===== src/rtl/magma_decrypt.sv =====
// ---------------------------------------------------------------------------
// magma_decrypt
//   Iterative GOST R 34.12-2015 "Magma" 64-bit block decryptor with a
//   256-bit key. It is the inverse of the magma encryptor and uses the same
//   start/done handshake, so the two can be swapped in a datapath.
//
//   The key and block are captured when a run starts. After that, the inputs
//   may change without affecting the block in flight. UNROLL Feistel rounds
//   are evaluated per clock, so a block takes 32/UNROLL clocks.
//
// Parameters
//   UNROLL    rounds per clock: 1, 2, 4 or 8. Other values stop elaboration.
//
// Ports
//   clk       clock; all state changes on its rising edge
//   reset_    asynchronous reset, active low
//   start     request; sampled only while busy is low
//   data_in   ciphertext; [63:32] = left half a1, [31:0] = right half a0
//   key       256-bit key; K1 = key[255:224] ... K8 = key[31:0]
//   data_out  plaintext; valid while done is high, held until the next completion
//   done      one-cycle completion pulse
//   busy      high while a block is being processed
// ---------------------------------------------------------------------------
module magma_decrypt #(
  parameter int UNROLL = 1
) (
  input  logic         clk,
  input  logic         reset_,
  input  logic         start,
  input  logic [63:0]  data_in,
  input  logic [255:0] key,
  output logic [63:0]  data_out,
  output logic         done,
  output logic         busy
);

  if (!(UNROLL == 1 || UNROLL == 2 || UNROLL == 4 || UNROLL == 8)) begin : gBadUnroll
    $error("magma_decrypt: UNROLL must be 1, 2, 4 or 8");
  end

  localparam int       STEPS = 32 / UNROLL;
  localparam logic [4:0] LAST = 5'(STEPS - 1);

  // The GOST R 34.12-2015 substitution tables. Row i is applied to nibble i
  // of the word, where nibble 0 is the least significant nibble.
  localparam logic [3:0] PI [8][16] = '{
    '{4'hC, 4'h4, 4'h6, 4'h2, 4'hA, 4'h5, 4'hB, 4'h9, 4'hE, 4'h8, 4'hD, 4'h7, 4'h0, 4'h3, 4'hF, 4'h1},
    '{4'h6, 4'h8, 4'h2, 4'h3, 4'h9, 4'hA, 4'h5, 4'hC, 4'h1, 4'hE, 4'h4, 4'h7, 4'hB, 4'hD, 4'h0, 4'hF},
    '{4'hB, 4'h3, 4'h5, 4'h8, 4'h2, 4'hF, 4'hA, 4'hD, 4'hE, 4'h1, 4'h7, 4'h4, 4'hC, 4'h9, 4'h6, 4'h0},
    '{4'hC, 4'h8, 4'h2, 4'h1, 4'hD, 4'h4, 4'hF, 4'h6, 4'h7, 4'h0, 4'hA, 4'h5, 4'h3, 4'hE, 4'h9, 4'hB},
    '{4'h7, 4'hF, 4'h5, 4'hA, 4'h8, 4'h1, 4'h6, 4'hD, 4'h0, 4'h9, 4'h3, 4'hE, 4'hB, 4'h4, 4'h2, 4'hC},
    '{4'h5, 4'hD, 4'hF, 4'h6, 4'h9, 4'h2, 4'hC, 4'hA, 4'hB, 4'h7, 4'h8, 4'h1, 4'h4, 4'h3, 4'hE, 4'h0},
    '{4'h8, 4'hE, 4'h2, 4'h5, 4'h6, 4'h9, 4'h1, 4'hC, 4'hF, 4'h4, 4'hB, 4'h0, 4'hD, 4'hA, 4'h3, 4'h7},
    '{4'h1, 4'h7, 4'hE, 4'hD, 4'h0, 4'h5, 4'h8, 4'h3, 4'h4, 4'hF, 4'hA, 4'h6, 4'h9, 4'hC, 4'hB, 4'h2}
  };

  typedef enum logic {IDLE, RUN} state_t;

  state_t       state_q, state_d;
  logic [4:0]   cnt_q, cnt_d;
  logic [31:0]  left_q, left_d;
  logic [31:0]  right_q, right_d;
  logic [255:0] keyReg_q, keyReg_d;
  logic [63:0]  dataOut_q, dataOut_d;
  logic         done_q, done_d;
  logic         busy_q, busy_d;

  logic [31:0]  leftRnd, rightRnd, roundKey, newRight;
  logic [4:0]   rnd;
  logic [2:0]   keyIdx;

  // Round function: add the key modulo 2^32, substitute each nibble, then
  // rotate left by 11 bits.
  function automatic logic [31:0] gFunc(input logic [31:0] x, input logic [31:0] k);
    logic [31:0] sum;
    logic [31:0] sub;
    sum = x + k;
    sub = '0;
    for (int i = 0; i < 8; i++) begin
      sub[4*i +: 4] = PI[i][sum[4*i +: 4]];
    end
    return {sub[20:0], sub[31:21]};
  endfunction

  // UNROLL chained rounds starting at round cnt*UNROLL.
  // The decryption key order is K1..K8 for rounds 0-7. Rounds 8-31 then cycle
  // through K8..K1, which gives a key index of 7 - (r % 8); that equals the
  // bitwise inverse of the low three bits of r.
  always_comb begin
    leftRnd  = left_q;
    rightRnd = right_q;
    rnd      = '0;
    keyIdx   = '0;
    roundKey = '0;
    newRight = '0;
    for (int u = 0; u < UNROLL; u++) begin
      rnd      = 5'(int'(cnt_q) * UNROLL + u);
      keyIdx   = (rnd < 5'd8) ? rnd[2:0] : ~rnd[2:0];
      roundKey = keyReg_q[32*(7 - int'(keyIdx)) +: 32];
      newRight = leftRnd ^ gFunc(rightRnd, roundKey);
      leftRnd  = rightRnd;
      rightRnd = newRight;
    end
  end

  // Next-state logic. The block loads in IDLE and the rounds advance in RUN.
  // The final halves go out unswapped as {R, L}. Because the FSM is already
  // back in IDLE during the done cycle, a start in that cycle is accepted.
  always_comb begin
    state_d   = state_q;
    cnt_d     = cnt_q;
    left_d    = left_q;
    right_d   = right_q;
    keyReg_d  = keyReg_q;
    dataOut_d = dataOut_q;
    done_d    = 1'b0;
    busy_d    = busy_q;
    unique case (state_q)
      IDLE: begin
        if (start) begin
          left_d   = data_in[63:32];
          right_d  = data_in[31:0];
          keyReg_d = key;
          cnt_d    = '0;
          busy_d   = 1'b1;
          state_d  = RUN;
        end
      end
      RUN: begin
        left_d  = leftRnd;
        right_d = rightRnd;
        cnt_d   = cnt_q + 5'd1;
        if (cnt_q == LAST) begin
          cnt_d     = '0;
          busy_d    = 1'b0;
          done_d    = 1'b1;
          dataOut_d = {rightRnd, leftRnd};
          state_d   = IDLE;
        end
      end
      default: state_d = IDLE;
    endcase
  end

  // State registers. A reset aborts any block in flight immediately.
  always_ff @(posedge clk or negedge reset_) begin
    if (!reset_) begin
      state_q   <= IDLE;
      cnt_q     <= '0;
      left_q    <= '0;
      right_q   <= '0;
      keyReg_q  <= '0;
      dataOut_q <= '0;
      done_q    <= 1'b0;
      busy_q    <= 1'b0;
    end else begin
      state_q   <= state_d;
      cnt_q     <= cnt_d;
      left_q    <= left_d;
      right_q   <= right_d;
      keyReg_q  <= keyReg_d;
      dataOut_q <= dataOut_d;
      done_q    <= done_d;
      busy_q    <= busy_d;
    end
  end

  assign data_out = dataOut_q;
  assign done     = done_q;
  assign busy     = busy_q;

endmodule


===== config.mk =====
export PLATFORM = sky130hd
export DESIGN_NAME = magma_decrypt
export DESIGN_NICKNAME = d
export VERILOG_FILES = /design/src/rtl/magma_decrypt.sv
export SDC_FILE = /design/constraint.sdc
export NUM_CORES = 1
export LEC_CHECK = 0
export ABC_CLOCK_PERIOD_IN_PS = 6450
export BUFFER_PORTS_ARGS = -buffer_cell sky130_fd_sc_hd__buf_2
export CORE_MARGIN = 2
export CORE_UTILIZATION = 35
export CTS_CLUSTER_SIZE = 30
export DETAILED_ROUTE_END_ITERATION = 8
export PLACE_DENSITY = 0.61
export SYNTH_ARGS = -nofsm -noshare
export SYNTH_HDL_FRONTEND = slang
export SYNTH_SLANG_ARGS = --single-unit

===== constraint.sdc =====
create_clock -name clk -period 6.45 [get_ports clk]
set_input_delay 0.645 -clock clk [delete_from_list [all_inputs] [get_ports clk]]
set_output_delay 0.645 -clock clk [all_outputs]
set_load 0.02 [all_outputs]

[Word level (Yosys, flattened, before mapping)]
Memories as Yosys holds them, arrays and structs flattened.
Index checks and enable logic that the tools add are counted.
W data, S select, Z words.
Storage, ports and cells
  register bits: 392
  memories: 8
  word-level logic and storage cells: 78
  ROM bits: 512
  output and inout bits: 66
  input bits: 323
Operators by class
  reductions and logical operators: 3
  $add $sub $neg: 3
  mux-type cells: 32
  eq/ne operators: 3
  shifts and indexed selects: 1
  bitwise gates (word level): 11
  magnitude comparators: 9
Memory list
  (name not given): depth 16, bits a word 4, read ports 1, clocked after memory_dff 0, write ports 0, line 80  | sub[4*i +: 4] = PI[i][sum[4*i +: 4]];
  (name not given): depth 16, bits a word 4, read ports 1, clocked after memory_dff 0, write ports 0, line 80
  (name not given): depth 16, bits a word 4, read ports 1, clocked after memory_dff 0, write ports 0, line 80
  (name not given): depth 16, bits a word 4, read ports 1, clocked after memory_dff 0, write ports 0, line 80
  (name not given): depth 16, bits a word 4, read ports 1, clocked after memory_dff 0, write ports 0, line 80
  (name not given): depth 16, bits a word 4, read ports 1, clocked after memory_dff 0, write ports 0, line 80
  +2 memories
Operator list (number)
  $shiftx A256 B9 Y32: 1
  $pmux W32 S2: 2
  $mux W32: 2
  $mux W4: 16
  $ge A5 B5 Y1 const B: 8
  $not A4 Y5: 8
  $add A32 B32 Y32: 1
  $xor A32 B32 Y32: 1
  $mux W5: 2
  $pmux W5 S2: 1
  $mux W1: 6
  $reduce_and A2 Y1: 3
  $add A5 B1 Y5 const B: 1
  $eq A5 B5 Y1 const B: 1
  $lt A5 B4 Y1 const B: 1
  $pmux W1 S2: 2
  $sub A3 B3 Y4 const A: 1
  $mux W3: 1
  $not A3 Y3: 1
  $ne A2 B1 Y1 const B: 1
  $ne A2 B2 Y1 const B: 1
  $not A1 Y1: 1

[Logic depth before layout (Yosys ltp)]
Gate-level depths: netlist of run 1.
  depth in word-level cells: 11
  depth in mapped cells: 21
  depth with buffers taken out: 20

[Worst setup path before layout of run 1]
No wires, ideal clock.
  path kind: reg-to-reg
  start: register cnt_q[3]
  end: register right_q[9] (netlist: leftRnd[9])
  required time: 6.313 ns
  arrival: 5.604 ns
  path slack: 0.709 ns
  buffers on the path: 1
  setup time: 0.137 ns
  stages on the path, launching flop included: 22
  clock period less this slack: 5.741 ns
  cells stage by stage: dfrtp_1 > nor2_4 > xnor2_1 > clkbuf_1 > mux4_2 > mux2_2 > ha_1 > fa_1 > a21o_1 > a221oi_2 > o21ai_1 > a211oi_1 > or3_1 > a31o_2 > nand2_1 > inv_1 > ha_1 > inv_1 > or4_1 > o211ai_1 > xnor2_1 > a21oi_1
Between the ends
  longest elaborated chain between the ends: 11
Ends and longest elaborated chain
  start: declaration: line 60  | logic [4:0] cnt_q, cnt_d;
  start signal: assignment: line 158  | cnt_q <= cnt_d;
  $lt A5 B4 Y1: line 98  | keyIdx = (rnd < 5'd8) ? rnd[2:0] : ~rnd[2:0];
  $mux W3: line 98
  $sub A3 B3 Y4: line 99  | roundKey = keyReg_q[32*(7 - int'(keyIdx)) +: 32];
  $shiftx A256 B9 Y32: line 99
  $add A32 B32 Y32: line 77  | sum = x + k;
  $not A4 Y5 (implied by the code): line 80
  $mem_v2 Z16 W4
  $mux W4 (implied by the code) (2 in a row): line 80
  $xor A32 B32 Y32: line 100  | newRight = leftRnd ^ gFunc(rightRnd, roundKey);
  $pmux W32 S2: line 118  | unique case (state_q)
  end signal: assignment: line 160  | right_q <= right_d;
  end: declaration: line 62  | logic [31:0] right_q, right_d;
No other way between the ends. The select of a mux whose other input is x is not followed.
A chain may end at the register's enable or synchronous reset.

[Final worst setup path of run 1]
  start: register cnt_q[1]
  end: register right_q[9] (netlist: leftRnd[9])
Between the ends
  longest elaborated chain between the ends: 11
  elaborated cells on any way between the ends: 12
  those cells by class: 2 x add/sub; 1 x order compare; 1 x shift; 4 x mux; 3 x bitwise; 1 x memory
Ends and longest elaborated chain (line)
  $lt A5 B4 Y1 / $not A3 Y3 (equally long branches): 98
  $mux W3 (*): 98
  $sub A3 B3 Y4 (*): 99
  $shiftx A256 B9 Y32 (*): 99
  $add A32 B32 Y32 (*): 77
  $not A4 Y5 (implied by the code) (*): 80
  $mem_v2 Z16 W4 (*)
  $mux W4 (implied by the code) (*) (2 in a row): 80
  $xor A32 B32 Y32 (*): 100
  $pmux W32 S2 (*): 118
Every way passes the cells marked *; elsewhere a longest branch is shown, timed or not. The select of a mux whose other input is x is not followed.

==> results.md, run 1 <==
- The flow ran to the end, and the final reports show no timing, DRC or antenna violations.
- The starting DRC count in detailed routing is ~740.
- The die is about 250 um wide.
- From synthesis to final layout, the design area changed by 21.8%.
- The number of core rows is approximately 90.
- For this run the aggregate overflow at the end of global routing stands at 0.
- Setup repair after global routing left no endpoint under its margin.
- The first TritonRoute pass finished after 6 iterations.
- The hold-fix buffer count after cts is 0.
- The amount of wire on met3 after detailed routing is around 4.7 mm.
- A synthesized cell averages around 12 sq um.
- The number of buffers added on ports is approximately 390.
- The overall routing resource usage is between 20% and 30%.
- During synthesis, Yosys emitted a total of 0 warnings.
- The congestion estimate from routability-driven global placement came to 0.901.
- The cell area after technology mapping is 20,500 sq um.
- The wire length of the first global-routing pass is between 90 and 100 mm.
- The post-route clock period utilization is 91.8%.
- The final critical delay including setup and external delays is around 6000 ps.
- The post-route netlist has roughly two fifths of its cells at a drive strength greater than 1.
- The count of nets left with antenna violations after detail routing is 0.
- In this run the number of H-tree levels came out at 2.
- In this run, synthesis inferred 0 flip-flops with an integrated enable.
- The initial utilization of the core area, before any placement, comes to ~35%.
- In this run the critical register-to-register path is captured at leftRnd[9].
- Signal routing reaches up to met5.
- The count of cell types in the netlist is between 60 and 70.
- The number of pins with negative max-slew slack in the final report was 0.
- Headroom to the max-slew limit came out at a little over a quarter.
- The count of maximum capacitance violations is 0.
- The core region is 57,800 sq um.
- The HPWL after detailed placement is approximately 47 mm.
- The fraction of registers with async set/reset is between 90% and 100%.
- The min-delay analysis places its worst path in the category input pin to async pin.
- Along the worst path, the maximum fanout reaches 17.
- The length of routed wiring on met1 is roughly 27 mm.
- The post-synthesis register bit count is between 300 and 400.
- The number of endpoints with negative hold slack in the final report is 0.
- After clock tree synthesis, the clock-pin slew on the worst setup and hold paths is around 60 ps.
- The routed design has approximately 61 mm of wire.
- The die covers a little over 60,000 sq um.
- STA classifies the critical path startpoint as a flop.
- The most common cell after layout, fill and taps aside is dfrtp_1.
- The number of buffers added by the clock tree synthesis step is 44.
- The setup violation total in the final timing report is 0.
- The kind of critical path is flop to flop.
- The required time of the worst setup path is between 6000 and 7000 ps.
- The number of setup buffers added after CTS is 0.
- The cell chosen for the clock root is clkbuf_16.
- The routed layout has around 15,000 vias.
- The post-route cell area is between 20,000 and 25,000 sq um.
- For the pin with the worst max-slew slack, the measured transition is 1100 ps.
- The total I/O pin count is 389.
- After detailed routing, the average wire length per cell comes to roughly 21 um.
- The count of clock tree sinks is ~390.
- The routed length on met2 is about 28 mm.
- The synthesized design spends more area on one cell type than any other, namely dfrtp_1.
- The worst register-to-register path begins at cnt_q[1].
- The proportion of netlist area held by the largest area contributor is 47.8%.
- Entering global routing, the biggest net connects around 180 pins.
- Setup slack on the worst reg-to-reg path comes out at around 530 ps.
- The most instantiated flip-flop cell in the synthesis netlist is dfrtp_1.
- In the routed design, unresolved DRC markers number 0.
- Ranked by total cell area, the synthesized netlist is headed by dfrtp_1 48%, mux2_2 16%, mux4_2 8.0%.
- Leaving out fill and tap cells, the most frequent cells in the layout are 391 x dfrtp_1, 386 x buf_2, 292 x mux2_2.
- The net total in the final layout is around 2,500.
- The non-filler instance count after layout is just under 3,000.
- The number of cell instances on the worst register-to-register path is 19.
- The post-synthesis instance total is approximately 1,700.
- The vertical die dimension is between 200 and 250 um.
- The clock passes through at most 3 buffers.
- For the worst-skew pair, the clock arrives at the later sink with an insertion delay of 590 ps.
- Summing the sequential cell areas from Yosys gives 47.8% of the chip area.
- The critical path capture point type is a flop.
- The data arrival at the endpoint of the critical path is 6340 ps.
- The via count normalized by instance count is around 5.2.
- The via count of the first global-routing pass is about 15,000.
- Based on the critical path, the design can be clocked at up to 169 MHz.
- TritonCTS built the clock tree.
- The hold slack is about 46 ps.
- Synthesis produced a netlist with a net count of between 2,000 and 2,500.
- The placed instances occupy a cell area of roughly 23,000 sq um.
- The setup total negative slack is 0 ps.
- The worst-case clock skew is 20.0 ps.
- The count of placed standard cells including taps is about 2,800.
- The initial antenna violation count was 37.
-- cells in the mapped netlist (3+ instances only) --
| cell | n |
|---|---|
| a211o_1 | 4 |
| a211oi_1 | 33 |
| a21o_1 | 12 |
| a21oi_1 | 65 |
| a31oi_1 | 7 |
| a41oi_1 | 3 |
| and2_1 | 5 |
| and3_1 | 9 |
| and4_1 | 3 |
| buf_1 | 13 |
| clkbuf_1 | 81 |
| dfrtp_1 | 392 |
| ha_1 | 71 |
| inv_1 | 30 |
| mux2_2 | 292 |
| mux2i_1 | 54 |
| mux4_2 | 73 |
| nand2_1 | 212 |
| nand2b_1 | 7 |
| nand3_1 | 18 |
| nand4_1 | 7 |
| nor2_1 | 34 |
| nor2b_1 | 31 |
| nor3_1 | 9 |
| nor4_1 | 5 |
| o211ai_1 | 8 |
| o21a_1 | 6 |
| o21ai_0 | 90 |
| o21ai_1 | 7 |
| o21bai_1 | 3 |
| o31a_1 | 3 |
| o31ai_1 | 7 |
| or2_2 | 4 |
| or3_1 | 5 |
| xnor2_1 | 40 |
| xor2_1 | 20 |
-- cell type report --
type | count | area [sq um]
antenna | 21 | 52.6
clock buffer | 66 | 1320
clock inverter | 15 | 245
fill | 5404 | 32800
inverter | 30 | 113
multi-input combinational | 1182 | 10300
sequential | 392 | 9810
tap | 765 | 957
timing repair buffer | 415 | 2210
-- per-layer routing --
metal,vias up,global-route usage (%)
li1,6931,-
met1,7434,27.1
met2,431,31.4
met3,115,6.47
met4,34,5.70
met5,-,0
-- worst max-delay path, cell delays in order, from the launching register on --
cell      delay, ps
dfrtp_1         480
xnor2_4         710
buf_4           340
mux4_2          330
mux2_2          320
fa_1            420
a21o_1          220
a221oi_2        440
o21ai_1         220
a211oi_1        520
or3_1           210
a31o_2          190
nand2_1         130
inv_1           120
ha_1            140
inv_1            40
or4_1           520
o211ai_1        120
xnor2_1         180
a21oi_1         100
-- timing repair --
item | 4_1_cts | 5_1_grt
endpoints found under the setup margin | 6 | 5
resized for setup | 1 | 1
cloned | 0 | 0
-- logic make-up (layout without fill, tap and decap cells) --
family | after synthesis | count (layout) | share of synthesized area (%)
muxes | 420 | 420 | 26.7
DFF | 392 | 392 | 47.8
and+or+nand+nor | 360 | 360 | 7.97
AOI/OAI and AO/OA | 268 | 268 | 8.02
buffers and inverters | 126 | 526 | 2.32
adders and majority gates | 72 | 72 | 4.43
xor gates and xnor gates | 62 | 62 | 2.72
other | 0 | 21 | 0
-- worst max path at each step --
| stage | startpoint | endpoint | slack [ps] | depth (start not counted) |
|---|---|---|---|---|
| after global placement | cnt_q[3] | leftRnd[10] | 50 | 16 |
| after CTS | cnt_q[0] | leftRnd[10] | 250 | 15 |
| final | cnt_q[1] | leftRnd[9] | 530 | 19 |
| after floorplan | cnt_q[3] | leftRnd[9] | 710 | 21 |
| after global routing | cnt_q[0] | leftRnd[10] | 50 | 17 |
| after detailed placement | cnt_q[3] | leftRnd[10] | -40 | 16 |
-- flip-flops by register name, summed over array words and instances (netlist names) --
signal,cells
leftRnd,32
state_q,1
done,1
keyReg_q,256
cnt_q,5
left_q,32
data_out,64
busy,1
-- stage by stage --
stage | utilization (%) | setup WS, ps
6_report | 43.2 | 528
5_1_grt | 43.2 | 53.1
4_1_cts | 43.1 | 247
3_5_place_dp | 40.4 | -44.6
3_3_place_gp | 40.4 | 54.4
2_1_floorplan | - | 709
Power of run 1 is left out: the tool's default activity adds up to more than one toggle a clock period on the data nets, which glitch-free logic cannot reach.
==> run 2, diff against run 1 <==
--- a/config.mk
+++ b/config.mk
@@ -5,13 +5,14 @@
 export SDC_FILE = /design/constraint.sdc
 export NUM_CORES = 1
 export LEC_CHECK = 0
+export ABC_AREA = 1
 export ABC_CLOCK_PERIOD_IN_PS = 6450
 export BUFFER_PORTS_ARGS = -buffer_cell sky130_fd_sc_hd__buf_2
 export CORE_MARGIN = 2
 export CORE_UTILIZATION = 35
 export CTS_CLUSTER_SIZE = 30
 export DETAILED_ROUTE_END_ITERATION = 8
-export PLACE_DENSITY = 0.61
+export PLACE_DENSITY = 0.6
 export SYNTH_ARGS = -nofsm -noshare
 export SYNTH_HDL_FRONTEND = slang
 export SYNTH_SLANG_ARGS = --single-unit
==> results.md, run 2 <==
- Setup repair after global routing left no endpoint under its margin.
- Entering global routing, the biggest net connects about 210 pins.
- In this run the mean area of a mapped cell was between 7 and 8 sq um.
- The most common cell in the synthesized netlist is nand2_1.
- The share of post-route cells with drive strength above 1 is 15.2%.
- The library cell occupying the most area in the post-synthesis netlist is dfrtp_1.
- The die is 252 um wide.
- Clock tree synthesis selected as its root buffer the cell clkbuf_16.
- Summed over all nets, the half-perimeter wirelength after detailed placement is 55.1 mm.
- The delay of the slowest cell on the worst path is ~610 ps.
- Gates resized during post-CTS repair numbered 0.
- The min-delay analysis places its worst path in the category input pin to async pin.
- After detailed routing, the number of vias per cell comes to 4.86.
- The critical path capture point type is a flop.
- The final antenna diode count is 0.
- The detailed router finished its first iteration with approximately 1,800 violations.
- Synthesis produced a netlist whose cell count is approximately 3,000.
- Traced cell by cell, the critical path runs through nor2_4, nand2_1, nand2_4, buf_4, nand2_1, nand3_1, nand3_1, nand2_1, ha_1, a21oi_1, nand2_1, a21oi_1, nand2_1, xnor2_1, inv_1, ha_1, nand2_1, o21ai_0, o21ai_1, or2_1, nand3_1, nand2_1.
- The number of buffers inserted by post-CTS setup repair is 0.
- The count of nets left with antenna violations after detail routing is 0.
- The hold-fix buffer count after cts is 0.
- The initial utilization of the core area, before any placement, comes to 35.6%.
- The initial antenna violation count is 0.
- The overall routing resource usage is 23.4%.
- For this run, the register share of the synthesized area comes to between 40% and 50%.
- Setup violations remaining at the end of the flow were counted as 0.
- The net total in the final layout is about 3,800.
- The synthesized netlist occupies a cell area of 21,600 sq um.
- The total overflow reported by the global router is 0.
- After layout, the worst path uses 80.4% of the clock period.
- Across all layers, the routed design uses a little over 20,000 vias.
- Max-cap violations in this run came to 0.
- The iteration count of the initial detailed-routing pass is 8.
- In this run, distinct cell masters in the synthesized netlist total 42.
- The dominant cell type by count on the critical path is nand2_1.
- Of all flip-flops after synthesis, the portion carrying an async set or reset was 100%.
- The startpoint kind of the worst setup timing path is a flop.
- The number of pins with negative max-slew slack in the final report was 0.
- The clock passes through at most 3 buffers.
- The cell family contributing the most delay on the critical path is simple AND/OR/NAND/NOR gates.
- In this run the worst path has a maximum fanout of 64.
- The buffering stage count on the worst path with inverters included is 2.
- The area added between synthesis and finish is 19.6%.
- TritonCTS built the clock tree.
- The number of buffers added by the clock tree synthesis step is 46.
- The run finished with clean final reports.
- The data arrival at the endpoint of the critical path is 5640 ps.
- In the routed design, unresolved DRC markers number 0.
- The kind of critical path is flop to flop.
- The number of buffers added on ports is between 300 and 400.
- In this run the tightest slew margin relative to its limit is between 30% and 40%.
- For the worst setup path, the data required time is 6910 ps.
- For the pin with the worst max-slew slack, the measured transition is around 1000 ps.
- In the layout the commonest cells are 1,622 x nand2_1, 391 x dfrtp_1, 387 x buf_2.
- Summed over all failing endpoints, the final setup total negative slack is 0 ps.
- In the synthesized netlist the dominant register cell turns out to be dfrtp_1.
- The count of clock tree sinks is slightly below 400.
- The routed wirelength normalized by instance count is roughly 18 um.
- After clock tree synthesis, the clock-pin slew on the worst setup and hold paths is 60 ps.
- Clock skew on the completed layout was measured at about 27 ps.
- The most common cell after layout, fill and taps aside is nand2_1.
- The CTS H-tree depth is 2.
- The net count after synthesis is about 3,400.
- The number of warnings issued by yosys is 0.
- By count the netlist is led by 1,624 x nand2_1, 392 x dfrtp_1, 321 x nand3_1.
- The share of synthesized area in the top cell type comes to around 46%.
- The number of endpoints with negative hold slack in the final report is 0.
- Yosys attributes the largest share of cell area to dfrtp_1 46%, nand2_1 28%, nand3_1 7.5%.
- The final critical delay including setup and external delays is roughly 5200 ps.
- The register containing the most flip-flops in the final layout is keyReg_q.
- The number of core rows is 90.
- The clock reaches the later pin of the worst-skew pair after 590 ps.
- The first global-routing pass estimated approximately 110 mm of wire.
- The number of stages on the worst setup path is 22.
- The flip-flop count of the largest register, all copies and words added is roughly 260.
- The die covers approximately 64,000 sq um.
- Routability-driven placement finished with a final weighted congestion of 0.932.
- The total detailed-routing wirelength is 74.1 mm.
- The number of enable flip-flop cells after synthesis is 0.
- The floorplan core area is 60,600 sq um.
- The highest-delay cell along the critical path is xnor2_1.
- The via count of the first global-routing pass is ~20,000.
- Measured in cells, the most critical reg-to-reg path has a length of 22.
- The vertical die dimension is 252 um.
- The post-synthesis register bit count is between 300 and 400.
- The total I/O pin count is 389.
- The maximum clock frequency is around 190 MHz.
run 2: changes by cell type in the layout (fill, tap and decap cells not counted), sizes merged, moves of 21 or more:
| cell | before | now |
|---|---|---|
| xnor2 | 42 | 9 |
| mux4 | 73 | 0 |
| nand2 | 212 | 1638 |
| diode | 21 | 0 |
| mux2i | 54 | 0 |
| nand3 | 18 | 323 |
| a21oi | 67 | 35 |
| inv | 32 | 208 |
| mux2 | 293 | 0 |
| nor2b | 31 | 0 |
| a211oi | 33 | 1 |
run 2: per-stage QoR:
step	instance area, sq um	std cells	utilization [%]	hold slack [ps]	worst slack, ps
after floorplan	21600	3054	-	349	2460
after global placement	24200	4108	40.0	453	1370
after detailed placement	24200	4108	40.0	459	1340
after CTS	25800	4192	42.5	66.9	1310
after global routing	25800	4192	42.5	114	912
final	25800	4192	42.5	43.0	1270
run 2: final cells by class:
type                       instances  area, sq um
timing repair buffer             408         2160
clock inverter                    17          218
fill                            6423        34800
inverter                         205          774
clock buffer                      67         1330
multi-input combinational       2321        10500
tap                              782          978
sequential                       392         9810
run 2: path summary, 6_finish.rpt:
path | start | end | slack, ps
max in group asynchronous | reset_ | data_out[10] | 5000
min in group clk | key[244] | keyReg_q[244] | 250
min | reset_ | keyReg_q[246] | 40
max reg2reg | cnt_q[3] | data_out[57] | 1270
max | cnt_q[3] | data_out[57] | 1270
min reg2reg | keyReg_q[134] | keyReg_q[134] | 470
run 2: cell families after synthesis:
logic type	after synthesis	synth area share, %
AOI/OAI and AO/OA	181	4.80
xor gates and xnor gates	34	1.57
buffers and inverters	341	6.05
and+or+nand+nor	2034	37.8
DFF	392	45.5
adders and majority gates	72	4.22
run 2: metal layers:
| layer | GRT usage, % | vias to the layer above | part of all wire [%] |
|---|---|---|---|
| met5 | 0 | - | 0 |
| met4 | 8.01 | 0 | 3.5 |
| met3 | 3.27 | 95 | 6.3 |
| met2 | 36.2 | 636 | 44 |
| met1 | 33.5 | 9442 | 46 |
| li1 | - | 10200 | - |
Power of run 2 is left out for the same reason.
==> run 3, diff against run 2 <==
==> config.mk (replaced) <==
export PLATFORM = sky130hd
export DESIGN_NAME = magma_decrypt
export DESIGN_NICKNAME = d
export VERILOG_FILES = /design/src/rtl/magma_decrypt.sv
export SDC_FILE = /design/constraint.sdc
export NUM_CORES = 1
export LEC_CHECK = 0
export ABC_AREA = 0
export ABC_CLOCK_PERIOD_IN_PS = 4200
export BUFFER_PORTS_ARGS = -buffer_cell sky130_fd_sc_hd__buf_2
export CORE_MARGIN = 2
export CORE_UTILIZATION = 35
export CTS_CLUSTER_SIZE = 30
export DETAILED_ROUTE_END_ITERATION = 8
export PLACE_DENSITY = 0.63
export SYNTH_ARGS = -nofsm -noshare
export SYNTH_HDL_FRONTEND = slang
export SYNTH_SLANG_ARGS = --single-unit
==> constraint.sdc (replaced) <==
create_clock -name clk -period 4.2 [get_ports clk]
set_input_delay 0.42 -clock clk [delete_from_list [all_inputs] [get_ports clk]]
set_output_delay 0.42 -clock clk [all_outputs]
set_load 0.02 [all_outputs]
==> results.md, run 3 (same netlist as run 1, synthesis figures left out) <==
- The flow ran to the end, but the final reports show violations.
- The final reports fail on negative setup slack.
- The area growth from synthesis to layout is 39.7%.
- Leaving out fill and tap cells, the most frequent cell in the layout is dfrtp_1.
- The floorplan core area is 57,800 sq um.
- The detailed router placed between 15,000 and 20,000 vias in this run.
- The via count of the first global-routing pass is approximately 17,000.
- Of all nets on the critical path, the largest fanout is 3.
- Setup violations remaining at the end of the flow were counted as between 50 and 60.
- The iteration count of the initial detailed-routing pass is 5.
- The number of core rows is slightly below 90.
- The count of clock tree sinks is 392.
- CTS built an H-tree with a depth of 2.
- The count of maximum capacitance violations is 0.
- The transition time at the pin with the least slew margin is ~1200 ps.
- The maximum number of pins on one net before global-route repair is about 170.
- Once layout is complete, the utilization of the core stands at between 40% and 50%.
- The library cells used most frequently in the layout, excluding fill and tap cells, are 391 x dfrtp_1, 386 x buf_2, 264 x mux2_2.
- The TritonCTS clock tree is built.
- The die extent in x is 246 um.
- The smallest setup slack after layout is -727 ps.
- The overall routing resource usage is 21.0%.
- The buffering stage count on the worst path with inverters included is 4.
- The initial antenna violation count is 28.
- The number of pins with negative max-slew slack in the final report is 0.
- The count of nets left with antenna violations after detail routing is 0.
- Setup repair after global routing could not meet its margin everywhere.
- The DRC violation count after routing is 0.
- The via count normalized by instance count is just over 5.
- The floorplan step set the die height to 246 um.
- The number of buffers added on ports is 388.
- At the end of the flow, the number of nets in the layout was between 2,000 and 3,000.
- The final critical delay including setup and external delays is slightly below 5000 ps.
- STA classifies the critical path endpoint as a flop.
- In the finished design, the share of the clock period the worst path needs comes to 117%.
- The worst hold path belongs to the class input pin to flop.
- The number of buffers between clock root and the deepest sink is 3.
- For this block, the initial DRC count from the detailed router was 766.
- The clock latency on the worst-skew pair is around 600 ps.
- The maximum clock frequency is about 200 MHz.
- For this design the top-level I/O count stands at between 300 and 400.
- The total overflow reported by the global router is 0.
- Clock-pin slew was measured on the worst setup and hold paths at approximately 60 ps.
- STA classifies the critical path startpoint as a flop.
- The signal on the critical path passes through nor2_4, xnor2_4, buf_6, buf_6, mux4_2, mux2_4, ha_4, fa_2, a21o_1, a221oi_4, o21ai_4, a211oi_4, or3_4, a31o_4, nand2_2, inv_2, ha_4, inv_2, or4_1, o211ai_1, xnor2_1, a21oi_1.
- After detailed routing, the total wire length is between 60 and 70 mm.
- The register with the most flip-flops in the final layout is keyReg_q.
- For the final database, setup skew stands at around 38 ps.
- The flip-flop count of the largest register, all copies and words added is roughly 260.
- The required time of the worst setup path is 4620 ps.
- STA puts the critical path data arrival time at 5340 ps.
- The post-route netlist has roughly 55% of its cells at a drive strength greater than 1.
- The area enclosed by the die boundary is 60,600 sq um.
- The initial cell density of the core is a little over a third.
- The wire-length estimate of the detail-placed layout is 47.5 mm.
- The number of clock buffers added by TritonCTS is 45.
- The total of fill cells in the finished design is 5,063.
- The highest-delay cell along the critical path is or4_1.
- OpenSTA, run right after detailed placement, puts the worst setup slack at -922 ps.
- The wire length of the first global-routing pass is roughly 100 mm.
- The relative slew slack is between 10% and 20%.
- On the critical path the largest part of the delay comes from compound AO/OA/AOI/OAI gates.
- The number of endpoints with negative hold slack in the final report is 0.
- The delay of the slowest cell on the worst path is between 400 and 500 ps.
- The kind of critical path is flop to flop.
- In the final routed layout, each cell accounts on average for just over 20 um.
- The tree is rooted in a clkbuf_16.
- The global placer's final weighted congestion is between 0.8 and 0.9.
[run 3: cell count changes in the layout (fill, tap and decap cells not counted), sizes merged, moves of 31 or more]
cell,delta
nand2,-1426
nand3,-305
mux2,+293
buf,+241
inv,-174
mux4,+73
mux2i,+54
xnor2,+33
a211oi,+32
a21oi,+32
nor2b,+31
[run 3: worst reg2reg max path, stage by stage, from the launching register on]
cell	delay, ps
dfrtp_1	400
nor2_4	170
xnor2_4	150
buf_6	130
buf_6	90
mux4_2	470
mux2_4	330
ha_4	190
fa_2	330
a21o_1	220
a221oi_4	300
o21ai_4	130
a211oi_4	320
or3_4	180
a31o_4	150
nand2_2	60
inv_2	100
ha_4	130
inv_2	30
or4_1	490
o211ai_1	110
xnor2_1	170
a21oi_1	90
[run 3: timing repair]
item	4_1_cts	5_1_grt
hold buffers	1	0
endpoints found under the setup margin	56	56
setup buffers	49	16
pin swaps	46	38
resized for setup	245	69
endpoints found under the hold margin	105	0
cloned	3	0
[run 3: layout make-up]
type | instances | area [sq um] | area share, %
flip-flops and latches | 392 | 9810 | 34.2
clock inverters | 14 | 204 | 0.711
repair buffers | 650 | 4370 | 15.3
clock buffers | 65 | 1270 | 4.43
well taps | 765 | 957 | 3.34
diodes | 18 | 45.0 | 0.157
inverters | 30 | 118 | 0.410
multi-input cells | 1182 | 11900 | 41.5
[run 3: stage by stage]
step                      cell area, sq um  hold WS (ps)  instances  TNS (ps)
after floorplan                      20800           124       1700    -17570
after global placement               25100           453       2963    -31410
after detailed placement             25100           458       2963    -34830
after CTS                            28200          30.9       3087    -26540
after global routing                 28700          42.6       3112    -39270
final                                28700          52.1       3116    -27350
[run 3: routing by layer]
| metal | GRT usage, % | routed length (um) |
|---|---|---|
| met5 | 0 | 162 |
| met4 | 7.66 | 2070 |
| met3 | 4.61 | 4150 |
| met2 | 33.9 | 30200 |
| met1 | 27.9 | 27200 |
[run 3: worst paths after layout]
check,from,to,slack (ps),cells past startpoint
setup / recovery,cnt_q[4],leftRnd[9],-730,22
hold / removal,key[82],keyReg_q[82],50,2
setup reg to reg,cnt_q[4],leftRnd[9],-730,22
hold reg to reg,data_out[18],data_out[18],470,2
max in group asynchronous,reset_,keyReg_q[187],2600,3
min in group asynchronous,reset_,data_out[42],510,2
Power of run 3 is left out for the same reason.
